==> src/rtl/multi_priority_allocator.sv <==
// Busy-bitmap entry allocator: grants up to NUM_ALLOC lowest-index free entries per
// cycle, retires entries through a qualified free mask, and clears everything on flush.
module multi_priority_allocator #(
   parameter int DEPTH     = 8,
   parameter int NUM_ALLOC = 2,
   localparam int IDX_W    = $clog2(DEPTH)
) (
   input  logic                       clk,
   input  logic                       rst_n,
   input  logic [NUM_ALLOC-1:0]       alloc_req,
   output logic [NUM_ALLOC-1:0]       alloc_gnt,
   output logic [NUM_ALLOC*IDX_W-1:0] alloc_idx,
   input  logic                       free_valid,
   input  logic [DEPTH-1:0]           free_mask,
   input  logic                       flush,
   output logic [DEPTH-1:0]           busy,
   output logic [IDX_W:0]             free_count,
   output logic                       full,
   output logic                       empty
);

   localparam logic [IDX_W:0] DEPTH_CNT = (IDX_W+1)'(DEPTH);

   logic [DEPTH-1:0]           r_busy;
   logic [IDX_W:0]             r_free_count;
   logic                       r_full;
   logic                       r_empty;

   logic [DEPTH-1:0]           w_avail;
   logic [IDX_W-1:0]           w_sel;
   logic                       w_hit;
   logic [NUM_ALLOC-1:0]       w_gnt;
   logic [NUM_ALLOC*IDX_W-1:0] w_idx;
   logic [DEPTH-1:0]           w_grant_oh;
   logic [DEPTH-1:0]           w_busy_next;
   logic [IDX_W:0]             w_free_next;

   // Stage k finds the lowest free entry left after stages 0..k-1 masked theirs out,
   // so slot k always maps to the k-th free entry regardless of lower-slot requests.
   always_comb begin
      w_avail    = ~r_busy;
      w_sel      = '0;
      w_hit      = 1'b0;
      w_gnt      = '0;
      w_idx      = '0;
      w_grant_oh = '0;
      for (int k = 0; k < NUM_ALLOC; k++) begin
         w_sel = '0;
         w_hit = 1'b0;
         for (int i = DEPTH-1; i >= 0; i--) begin
            if (w_avail[i]) begin
               w_hit = 1'b1;
               w_sel = IDX_W'(i);
            end
         end
         if (w_hit) begin
            w_avail[w_sel]             = 1'b0;
            w_idx[k*IDX_W +: IDX_W]    = w_sel;
            if (alloc_req[k] && !flush) begin
               w_gnt[k]          = 1'b1;
               w_grant_oh[w_sel] = 1'b1;
            end
         end
      end
   end

   // Grants only hit entries free in r_busy, so they never collide with this cycle's frees.
   always_comb begin
      w_busy_next = flush ? '0 : ((r_busy & ~(free_valid ? free_mask : '0)) | w_grant_oh);
      w_free_next = '0;
      for (int i = 0; i < DEPTH; i++) begin
         if (!w_busy_next[i]) w_free_next = w_free_next + (IDX_W+1)'(1);
      end
   end

   always_ff @(posedge clk or negedge rst_n) begin
      if (!rst_n) begin
         r_busy       <= '0;
         r_free_count <= DEPTH_CNT;
         r_full       <= 1'b0;
         r_empty      <= 1'b1;
      end else begin
         r_busy       <= w_busy_next;
         r_free_count <= w_free_next;
         r_full       <= (w_free_next == '0);
         r_empty      <= (w_free_next == DEPTH_CNT);
      end
   end

   assign alloc_gnt  = w_gnt;
   assign alloc_idx  = w_idx;
   assign busy       = r_busy;
   assign free_count = r_free_count;
   assign full       = r_full;
   assign empty      = r_empty;

endmodule

==> config.mk <==
export PLATFORM = sky130hd
export DESIGN_NAME = multi_priority_allocator
export DESIGN_NICKNAME = d
export VERILOG_FILES = /design/src/rtl/multi_priority_allocator.sv
export SDC_FILE = /design/constraint.sdc
export NUM_CORES = 1
export LEC_CHECK = 0
export ABC_AREA = 1
export CAP_MARGIN = 20
export CORE_MARGIN = 2
export CORE_UTILIZATION = 50
export CTS_CLUSTER_SIZE = 24
export DETAILED_ROUTE_END_ITERATION = 8
export GPL_ROUTABILITY_DRIVEN = 0
export PLACE_DENSITY = 0.79
export SETUP_SLACK_MARGIN = 0.02
export SYNTH_ARGS = -nofsm -noshare
export SYNTH_HDL_FRONTEND = slang
export SYNTH_SLANG_ARGS = --single-unit
export TNS_END_PERCENT = 20
==> constraint.sdc <==
create_clock -name clk -period 5.5 [get_ports clk]
set_input_delay 0.55 -clock clk [delete_from_list [all_inputs] [get_ports clk]]
set_output_delay 0.55 -clock clk [all_outputs]
set_load 0.01 [all_outputs]
==> results.txt, run 1 <==
Worst R2R Setup Slack: 410 ps
via count of the first global-routing pass: 1571
synthesized instance count: 270
setup violators final: 0
VDD IR max: 0.000161 V
Hold Buf Count CTS: 0
worst reg2reg endpoint: full$_DFF_PN0_
Final HPWL DP: 3.34 mm
initial antenna violation count: 0
post-synthesis area per instance: 6.08 sq um
Worst setup SP type: register
CP Capture Type: register
Starting Density: 53.3%
Seq/Total Area, Yosys: 21.5%
total gr overflow: 0
first-pass GRT wire length: 6.50 mm
fmax: 196 MHz
CP peak stage delay: 430 ps
Slew HR: 56.6%
Overall Power: 0.525 mW
final core occ: 69.8%
post-DR wirelength/cell: 11.2 um
vias per inst: 5.06
IO Pins: 36
area grow syn2layout: 31.0%
CTS tree: done
post-synth cell types: 30
gr usage total: 23.0%
PwrDens: 244 nW/um^2
Tightest Pin Transition: 649 ps
fin nets: 338
clk sinks: 14
synthesized cell area: 1640 sq um
final wirelength: 4.00 mm
Clock Latency Late Sink: 280 ps
Hold Fails Final Rpt: 0
First-pass DRT Iterations: 4
Final ANT Viol Nets: 0
clock tree buffer depth: 2
Final Cycle Share: 92.6%
slowest CP cell: dfrtp_1
final critical-path required period: 5090 ps
core area: 3080 sq um
max-cap violation count: 0
post-route DRC violation count: 0
Crit Reg-Reg Startpoint: busy[7]$_DFF_PN0_
status: finished clean
Worst-path clk slew: 90 ps
worst path required time: 5700 ps
critical path peak fanout: 4
critical path arrival: 5290 ps
# H-tree levels: 1
Leak: 1.12 nW
Final Skew: 8.90 ps
die area: 3750 sq um
vias post-DR: 1810
FF-to-FF path depth: 37
Post-Syn Nets: 293
RSZ-0062 raised after global routing: no
most common cell type on the critical path: nand2_1
setup TNS: 0 ps
fill count: 276
CTS Buf Count: 3
input/output buffers: 35
Die Y: 61.3 um
synth warn: 0
hold crit path type: in -> async
first-iteration detailed-routing DRC count: 78
Yosys reg bits: 14
storage element area: 353 sq um
FP Rows: 20
Root Buffer: clkbuf_4
layout cell share with drive strength beyond 1: 21.7%
n_diodes: 0
DIE WIDTH: 61.3 um
largest net degree at the start of global routing: 15
Setup CP Type: reg -> reg
Multi-input gate area: 1110 sq um
Pins Over Slew Limit: 0
==> worst max-delay path: cells and delay by family, from the launching register on <==
family | cells | cell delay, ps
and+or+nand+nor | 20 | 1910
adders and majority gates | 4 | 1090
AOI/OAI and AO/OA | 7 | 940
buffers and inverters | 5 | 530
DFF | 1 | 430
xor gates and xnor gates | 1 | 120
==> cells in the mapped netlist (all sizes together) <==
master,n,area (sq um)
a21oi,8,55.1
nand4,3,25.0
dfrtp,12,300
inv,54,203
nor2,23,116
nand3,26,150
nor3,1,5.00
nand2,113,502
o21ai,9,45.0
xnor2,1,8.76
a32o,1,10.0
ha,9,113
or2,1,6.26
dfstp,2,52.6
nand3b,2,15.0
clkbuf,1,3.75
a31oi,1,6.26
o211ai,1,7.51
a21boi,1,7.51
a32oi,1,8.76
==> report_power, final <==
group	internal, mW	total [mW]	switching [mW]
clock	0.0402	0.0735	0.0332
sequential	0.127	0.134	0.00698
combinational	0.139	0.317	0.178
total	0.307	0.525	0.218
==> per-stage QoR <==
step	std cells	setup WS, ps	hold slack [ps]	area [sq um]
after floorplan	270	585	254	1640
after global placement	350	345	723	2060
after detailed placement	350	156	734	2060
after CTS	354	214	671	2090
after global routing	358	1.94	693	2150
final	358	408	660	2150
==> flip-flops by register name, summed over array words and instances, names as in the netlist <==
register	count
full	1
busy	8
free_count	4
empty	1
==> what timing repair did <==
item,4_1_cts,5_1_grt
resized for setup,0,5
hold endpoints to repair,0,0
endpoints found under the setup margin,0,3
buffers inserted,0,4
==> cells by family (layout without fill, tap and decap cells) <==
| family | count (synthesis) | after routing | share of synthesized area, % |
|---|---|---|---|
| and+or+nand+nor | 169 | 169 | 50.0 |
| buffers and inverters | 55 | 99 | 12.6 |
| AOI/OAI and AO/OA | 22 | 22 | 8.54 |
| DFF | 14 | 14 | 21.5 |
| adders and majority gates | 9 | 9 | 6.87 |
| xor gates and xnor gates | 1 | 1 | 0.534 |
==> routing by layer <==
metal | GRT usage, % | wire length, um
met5 | 0 | 0
met4 | 7.14 | 63
met3 | 2.10 | 278
met2 | 40.0 | 1880
met1 | 30.3 | 1780
==> layout by cell type (no fill, tap or decap) <==
| master | count |
|---|---|
| inv_1 | 41 |
| o21ai_0 | 6 |
| xnor2_1 | 1 |
| nand4_1 | 2 |
| o21ai_1 | 3 |
| clkbuf_8 | 1 |
| ha_1 | 8 |
| nand2_4 | 3 |
| a21oi_2 | 2 |
| nand3b_1 | 2 |
| or2_2 | 1 |
| nand4_2 | 1 |
| dfstp_2 | 2 |
| nand2_2 | 23 |
| ha_4 | 1 |
| nor2_1 | 17 |
| a21oi_1 | 5 |
| a31oi_1 | 1 |
| buf_4 | 6 |
| nand3_2 | 4 |
| nand3_1 | 22 |
| inv_2 | 13 |
| nand2_1 | 87 |
| dfrtp_1 | 12 |
| clkdlybuf4s50_1 | 35 |
| a21oi_4 | 1 |
| a32oi_2 | 1 |
| clkbuf_4 | 3 |
| o211ai_1 | 1 |
| nor2_4 | 3 |
| nor3_1 | 1 |
| a32o_1 | 1 |
| a21boi_1 | 1 |
| nor2_2 | 3 |
==> final cells by class <==
class                      instances  share of cell area (%)
inverter                          54                    9.43
clock buffer                       4                    1.69
tap                               44                    2.56
sequential                        14                    16.4
multi-input combinational        201                    51.5
timing repair buffer              41                    18.4
==> how the worst max path moves through the flow <==
stage | startpoint | to | slack [ps] | cells past startpoint
2_1_floorplan | busy[7]$_DFF_PN0_ | full$_DFF_PN0_ | 590 | 39
3_3_place_gp | flush | full$_DFF_PN0_ | 350 | 27
3_5_place_dp | flush | full$_DFF_PN0_ | 160 | 27
4_1_cts | busy[7]$_DFF_PN0_ | full$_DFF_PN0_ | 210 | 39
5_1_grt | busy[7]$_DFF_PN0_ | empty$_DFF_PN1_ | 2 | 39
6_report | busy[7]$_DFF_PN0_ | full$_DFF_PN0_ | 410 | 37
No activity file was read; power rests on OpenSTA's default activity.
==> inputs of run 2 (changes only) <==
Settings changed: CTS_CLUSTER_SIZE 24 to 25.
Clock period 5.5 ns to 5 ns, I/O delays scaled along.
==> run 2 against run 1 <==
Non-clock buffer count rose by 23; critical path depth fell by 1; sequential share of layout area is 1.8 points lower; largest power group unchanged.
==> results.txt, run 2 (synthesis gave the netlist of run 1 again) <==
n_diodes: 0
gr usage total: 23.5%
Final HPWL DP: 3.48 mm
worst reg2reg endpoint: full$_DFF_PN0_
slowest CP cell: dfrtp_1
status: finished clean
Die Y: 61.3 um
fin nets: 361
Post-Layout Cell Count: 381
post-DR wirelength/cell: 12.2 um
Starting Density: 53.3%
via count of the first global-routing pass: 1596
commonest non-fill, non-tap cells in the layout: nand2_1 (79), inv_1 (39), clkdlybuf4s50_1 (35)
core area: 3080 sq um
busiest grt layer: met2
Post-Place Cells: 368
GRT met3 Usage: 1.05%
Stages on worst setup path: 36
Worst-path clk slew: 90 ps
hold crit path type: in -> async
Root Buffer: clkbuf_4
FF-to-FF path depth: 36
setup violators final: 0
layout cell share with drive strength beyond 1: 32.9%
FP Rows: 20
initial antenna violation count: 0
CP peak stage delay: 410 ps
slack of the critical path: 143 ps
die area: 3750 sq um
area grow syn2layout: 47.3%
Worst R2R Setup Slack: 140 ps
commonest non-fill, non-tap cell in the layout: nand2_1
Int Power: 0.372 mW
dpl ws: -121 ps
VDD IR max: 0.000207 V
clock tree buffer depth: 2
sw frac: 41.6%
Final ANT Viol Nets: 0
vias per inst: 4.96
First-pass DRT Iterations: 4
Pins Over Slew Limit: 0
max-cap violation count: 0
clk sinks: 14
CTS Buf Count: 3
Setup CP Type: reg -> reg
GR Util met1: 31.6%
Slew HR: 59.9%
total gr overflow: 0
setup TNS: 0 ps
input/output buffers: 35
critical path arrival: 5070 ps
Largest register FFs: 8
sequential power share: 23.0%
Worst setup SP type: register
final wirelength: 4.64 mm
Comb pwr share: 64.5%
fill count: 228
first-pass GRT wire length: 6.67 mm
vias post-DR: 1889
first-iteration detailed-routing DRC count: 96
CTS tree: done
final critical-path required period: 4860 ps
Leak: 1.25 nW
Hold Buf Count CTS: 0
Crit path max-delay family: simple AND/OR/NAND/NOR gates
Crit Reg-Reg Startpoint: busy[3]$_DFF_PN0_
Hold Fails Final Rpt: 0
PwrDens: 263 nW/um^2
largest net degree at the start of global routing: 15
net load switching power: 0.264 mW
worst path required time: 5210 ps
Final Skew: 7.45 ps
CP Capture Type: register
clock power share: 12.6%
DIE WIDTH: 61.3 um
Worst Path Buf+Inv: 4
IO Pins: 36
post-route DRC violation count: 0
Final Cycle Share: 97.1%
# H-tree levels: 1
met2 usage: 39.1%
Clock Latency Late Sink: 280 ps
critical path peak fanout: 4
Tightest Pin Transition: 600 ps
fmax: 206 MHz
run 2: changes by cell type in the layout (fill, tap and decap cells not counted), sizes merged:
cell and change:
buf +23
run 2: worst register-to-register path: cells and delay by family (launching register included):
family / cells / cell delay (ps)
compound gates: 7 / 880
fa+ha+maj: 4 / 1010
xor+xnor: 1 / 130
buf+inv: 4 / 270
simple gates: 20 / 2080
flops: 1 / 410
run 2: how the worst max path moves through the flow:
| stage | from | end |
|---|---|---|
| finish | busy[3]$_DFF_PN0_ | full$_DFF_PN0_ |
| global route | busy[3]$_DFF_PN0_ | full$_DFF_PN0_ |
| CTS | busy[7]$_DFF_PN0_ | full$_DFF_PN0_ |
| detailed placement | busy[6]$_DFF_PN0_ | full$_DFF_PN0_ |
| global placement | busy[6]$_DFF_PN0_ | full$_DFF_PN0_ |
| floorplan | busy[7]$_DFF_PN0_ | full$_DFF_PN0_ |
run 2: area by class of cell:
| cell class | count | area, sq um | area share [%] |
|---|---|---|---|
| inverter | 54 | 203 | 8.39 |
| sequential | 14 | 354 | 14.7 |
| multi-input combinational | 201 | 1200 | 49.7 |
| clock buffer | 4 | 36.3 | 1.50 |
| tap | 44 | 55.1 | 2.28 |
| timing repair buffer | 64 | 568 | 23.5 |
run 2: what timing repair did:
item	CTS	global route
endpoints found under the setup margin	3	5
pin swaps	4	15
setup buffers	4	5
resized for setup	5	27
run 2: power groups by stage:
| stage | clock network (mW) | registers, mW | logic [mW] |
|---|---|---|---|
| finish | 0.0798 | 0.146 | 0.410 |
| global route | 0.0891 | 0.148 | 0.453 |
| CTS | 0.0809 | 0.147 | 0.365 |
| detailed placement | 0 | 0.149 | 0.359 |
| global placement | 0 | 0.148 | 0.354 |
| floorplan | 0 | 0.161 | 0.226 |
run 2: layer usage:
metal / share of wire, % / wire (um)
met5: 0 / 0
met4: 2.9 / 134
met3: 2.7 / 124
met2: 49 / 2270
met1: 45 / 2110
run 2: per-stage QoR:
stage	hold WS [ps]	utilization, %	area, sq um	power, mW
6_report	591	78.5	2420	0.636
2_1_floorplan	204	-	1640	0.386
5_1_grt	646	78.5	2420	0.690
3_3_place_gp	786	71.2	2190	0.502
3_5_place_dp	806	71.2	2190	0.508
4_1_cts	615	73.9	2270	0.592
==> RTL change, RTL diff (flow settings as in run 2) <==
Remove the register `r_free_count`: a continuous assignment takes its place, so the output `free_count` follows one clock earlier.
--- a/src/rtl/multi_priority_allocator.sv
+++ b/src/rtl/multi_priority_allocator.sv
@@ -77,14 +77,14 @@
       if (!rst_n) begin
          r_busy       <= '0;
-         r_free_count <= DEPTH_CNT;
          r_full       <= 1'b0;
          r_empty      <= 1'b1;
       end else begin
          r_busy       <= w_busy_next;
-         r_free_count <= w_free_next;
          r_full       <= (w_free_next == '0);
          r_empty      <= (w_free_next == DEPTH_CNT);
       end
    end
+
+   assign r_free_count = w_free_next;
 
    assign alloc_gnt  = w_gnt;
Check against the original RTL: not equivalent (a bounded check fails within 4 cycles, from zero or initial values and one cycle with rst_n low).
==> RTL change against run 2 <==
- the flow now finishes with violations (negative setup slack)
- core utilization increased by 16 points
- sequential power down 36%
- routed wire length rose by 83%
- worst hold slack lost 0.057 ns
- worst setup slack got worse by 0.95 ns
- synthesized cell count fell by 1.5%
- sequential cell count decreased by 4
- design area is 16% higher
- area after synthesis is 6.2% lower
- total power grew 24%
- critical path type is now flop to output port
- largest cell class unchanged
- highest routed layer unchanged
==> RTL change: results (changes against run 2) <==
| Metric | Value |
|---|---|
| Status | `finished, violations left` |
| Failing checks | `negative setup slack` |
| Max Cap Violations | `0 (unchanged)` |
| Synth top cells by count | `nand2_1, inv_1, nand2_2, nand3_1, nor2_1` |
| Worst Path Arrival | `5.30 ns (+0.23 ns)` |
| Detailed-route via count | `2604 (+38%)` |
| Share of layout cells above drive strength 1 | `47.0% (+14 points)` |
| Reg2reg end | `full` |
| Synth Instances | `266 (-1.5%)` |
| Hold slack final | `0.534 ns (-0.0568 ns)` |
| PwrDens | `280 nW/um^2 (+6.5%)` |
| Dpl ws | `-0.555 ns (-0.435 ns)` |
| Gate power share | `78.1% (+14 points)` |
| RR Startpoint | `busy[7]` |
| WL met3 | `839 um (+580%)` |
| Worst Tran Pin Value | `0.489 ns (-0.110 ns)` |
| Ant diodes | `0 (unchanged)` |
| Final setup vio count | `6 (+6)` |
| Vias in the first global route | `2378 (+49%)` |
| Worst reg2reg path depth | `39 (+8.3%)` |
| Critical path fanouts, max | `4 (unchanged)` |
| Setup Skew | `0.0134 ns (+0.00597 ns)` |
| Initial DRT Pass Iterations | `6 (+2)` |
| Clock-pin slew on the worst setup and hold paths | `0.08 ns` |
| Met1 Use GR | `44.7% (+13 points)` |
| CP Capture Point | `free_count[3]` |
| Final HPWL from detailed placement | `3.90 mm (+12%)` |
| P_seq | `0.0000930 W (-36%)` |
| Routing usage on met3 | `14.0% (+13 points)` |
| Synth area leaders | `nand2_1, dfrtp_1, inv_1, nand2_2, ha_1` |
| Initial DRC count | `452 (+370%)` |
| Wire length per cell | `19.8 um (+63%)` |
| Sequential fraction of the synthesis area | `16.3% (-5.2 points)` |
| Area after DPL | `2410 um^2 (+10%)` |
| Setup crit start | `busy[7]` |
| Routed WL | `8.48 mm (+83%)` |
| Aggregate global-route resource usage | `42.6% (+19 points)` |
| Skew-Pair Late Insertion Delay | `0.29 ns` |
| Largest net degree at the start of global routing | `11 (-4)` |
| DRC viols | `0 (unchanged)` |
| Fin nets | `418 (+16%)` |
| Cell count after placement | `392 (+6.5%)` |
| Max VDD drop | `338 uV (+63%)` |
| Fillers | `94 (-59%)` |
| Final worst setup slack | `-0.804 ns (-0.947 ns)` |
| IO Port Bufs | `35 (unchanged)` |
| Syn_nets | `289 (-1.4%)` |
| First-pass GRT wire length | `11.2 mm (+67%)` |
| Setup tns final | `-3.17 ns (-3.17 ns)` |
| Met2 Use GR | `73.8% (+35 points)` |
| P_leak | `1.52 nW (+21%)` |
| Routed met2 length | `3.94 mm (+74%)` |
| R2R Setup Slk | `-0.29 ns (-0.43 ns)` |
| Switch share | `47.5% (+5.9 points)` |
| Top FF cell, synth | `dfrtp_1` |
| Yosys cell types | `30 (unchanged)` |
| Clock Tree Root | `clkbuf_4` |
| M1 WL | `2.91 mm (+38%)` |
| Largest register FFs | `8 (unchanged)` |
RTL change: kinds of logic after synthesis:
group,synth area share (%)
xor+xnor,0.569
compound gates,9.11
buf+inv,13.4
fa+ha+maj,7.32
flops,16.3
simple gates,53.3
RTL change: layout make-up:
class                   count  area (um^2)  share of cell area [%]
well taps                  33         41.3                    1.47
clock buffers               4         36.3                    1.29
flip-flops and latches     10          253                    8.98
multi-input cells         201         1260                    44.8
repair buffers            125         1020                    36.1
inverters                  54          205                    7.29
RTL change: what timing repair did:
item / 4_1_cts / 5_1_grt
hold buffers: 0 / 0
gates resized for setup: 27 / 23
endpoints found under the setup margin: 3 / 6
pin swaps: 20 / 13
setup buffers: 24 / 7
RTL change: worst max-delay path: cells and delay by family (launching register included):
kind / cells / cell delay [ns]
simple gates: 25 / 2.20
compound gates: 5 / 0.87
fa+ha+maj: 3 / 0.82
buf+inv: 6 / 0.53
flops: 1 / 0.42
xor+xnor: 1 / 0.15
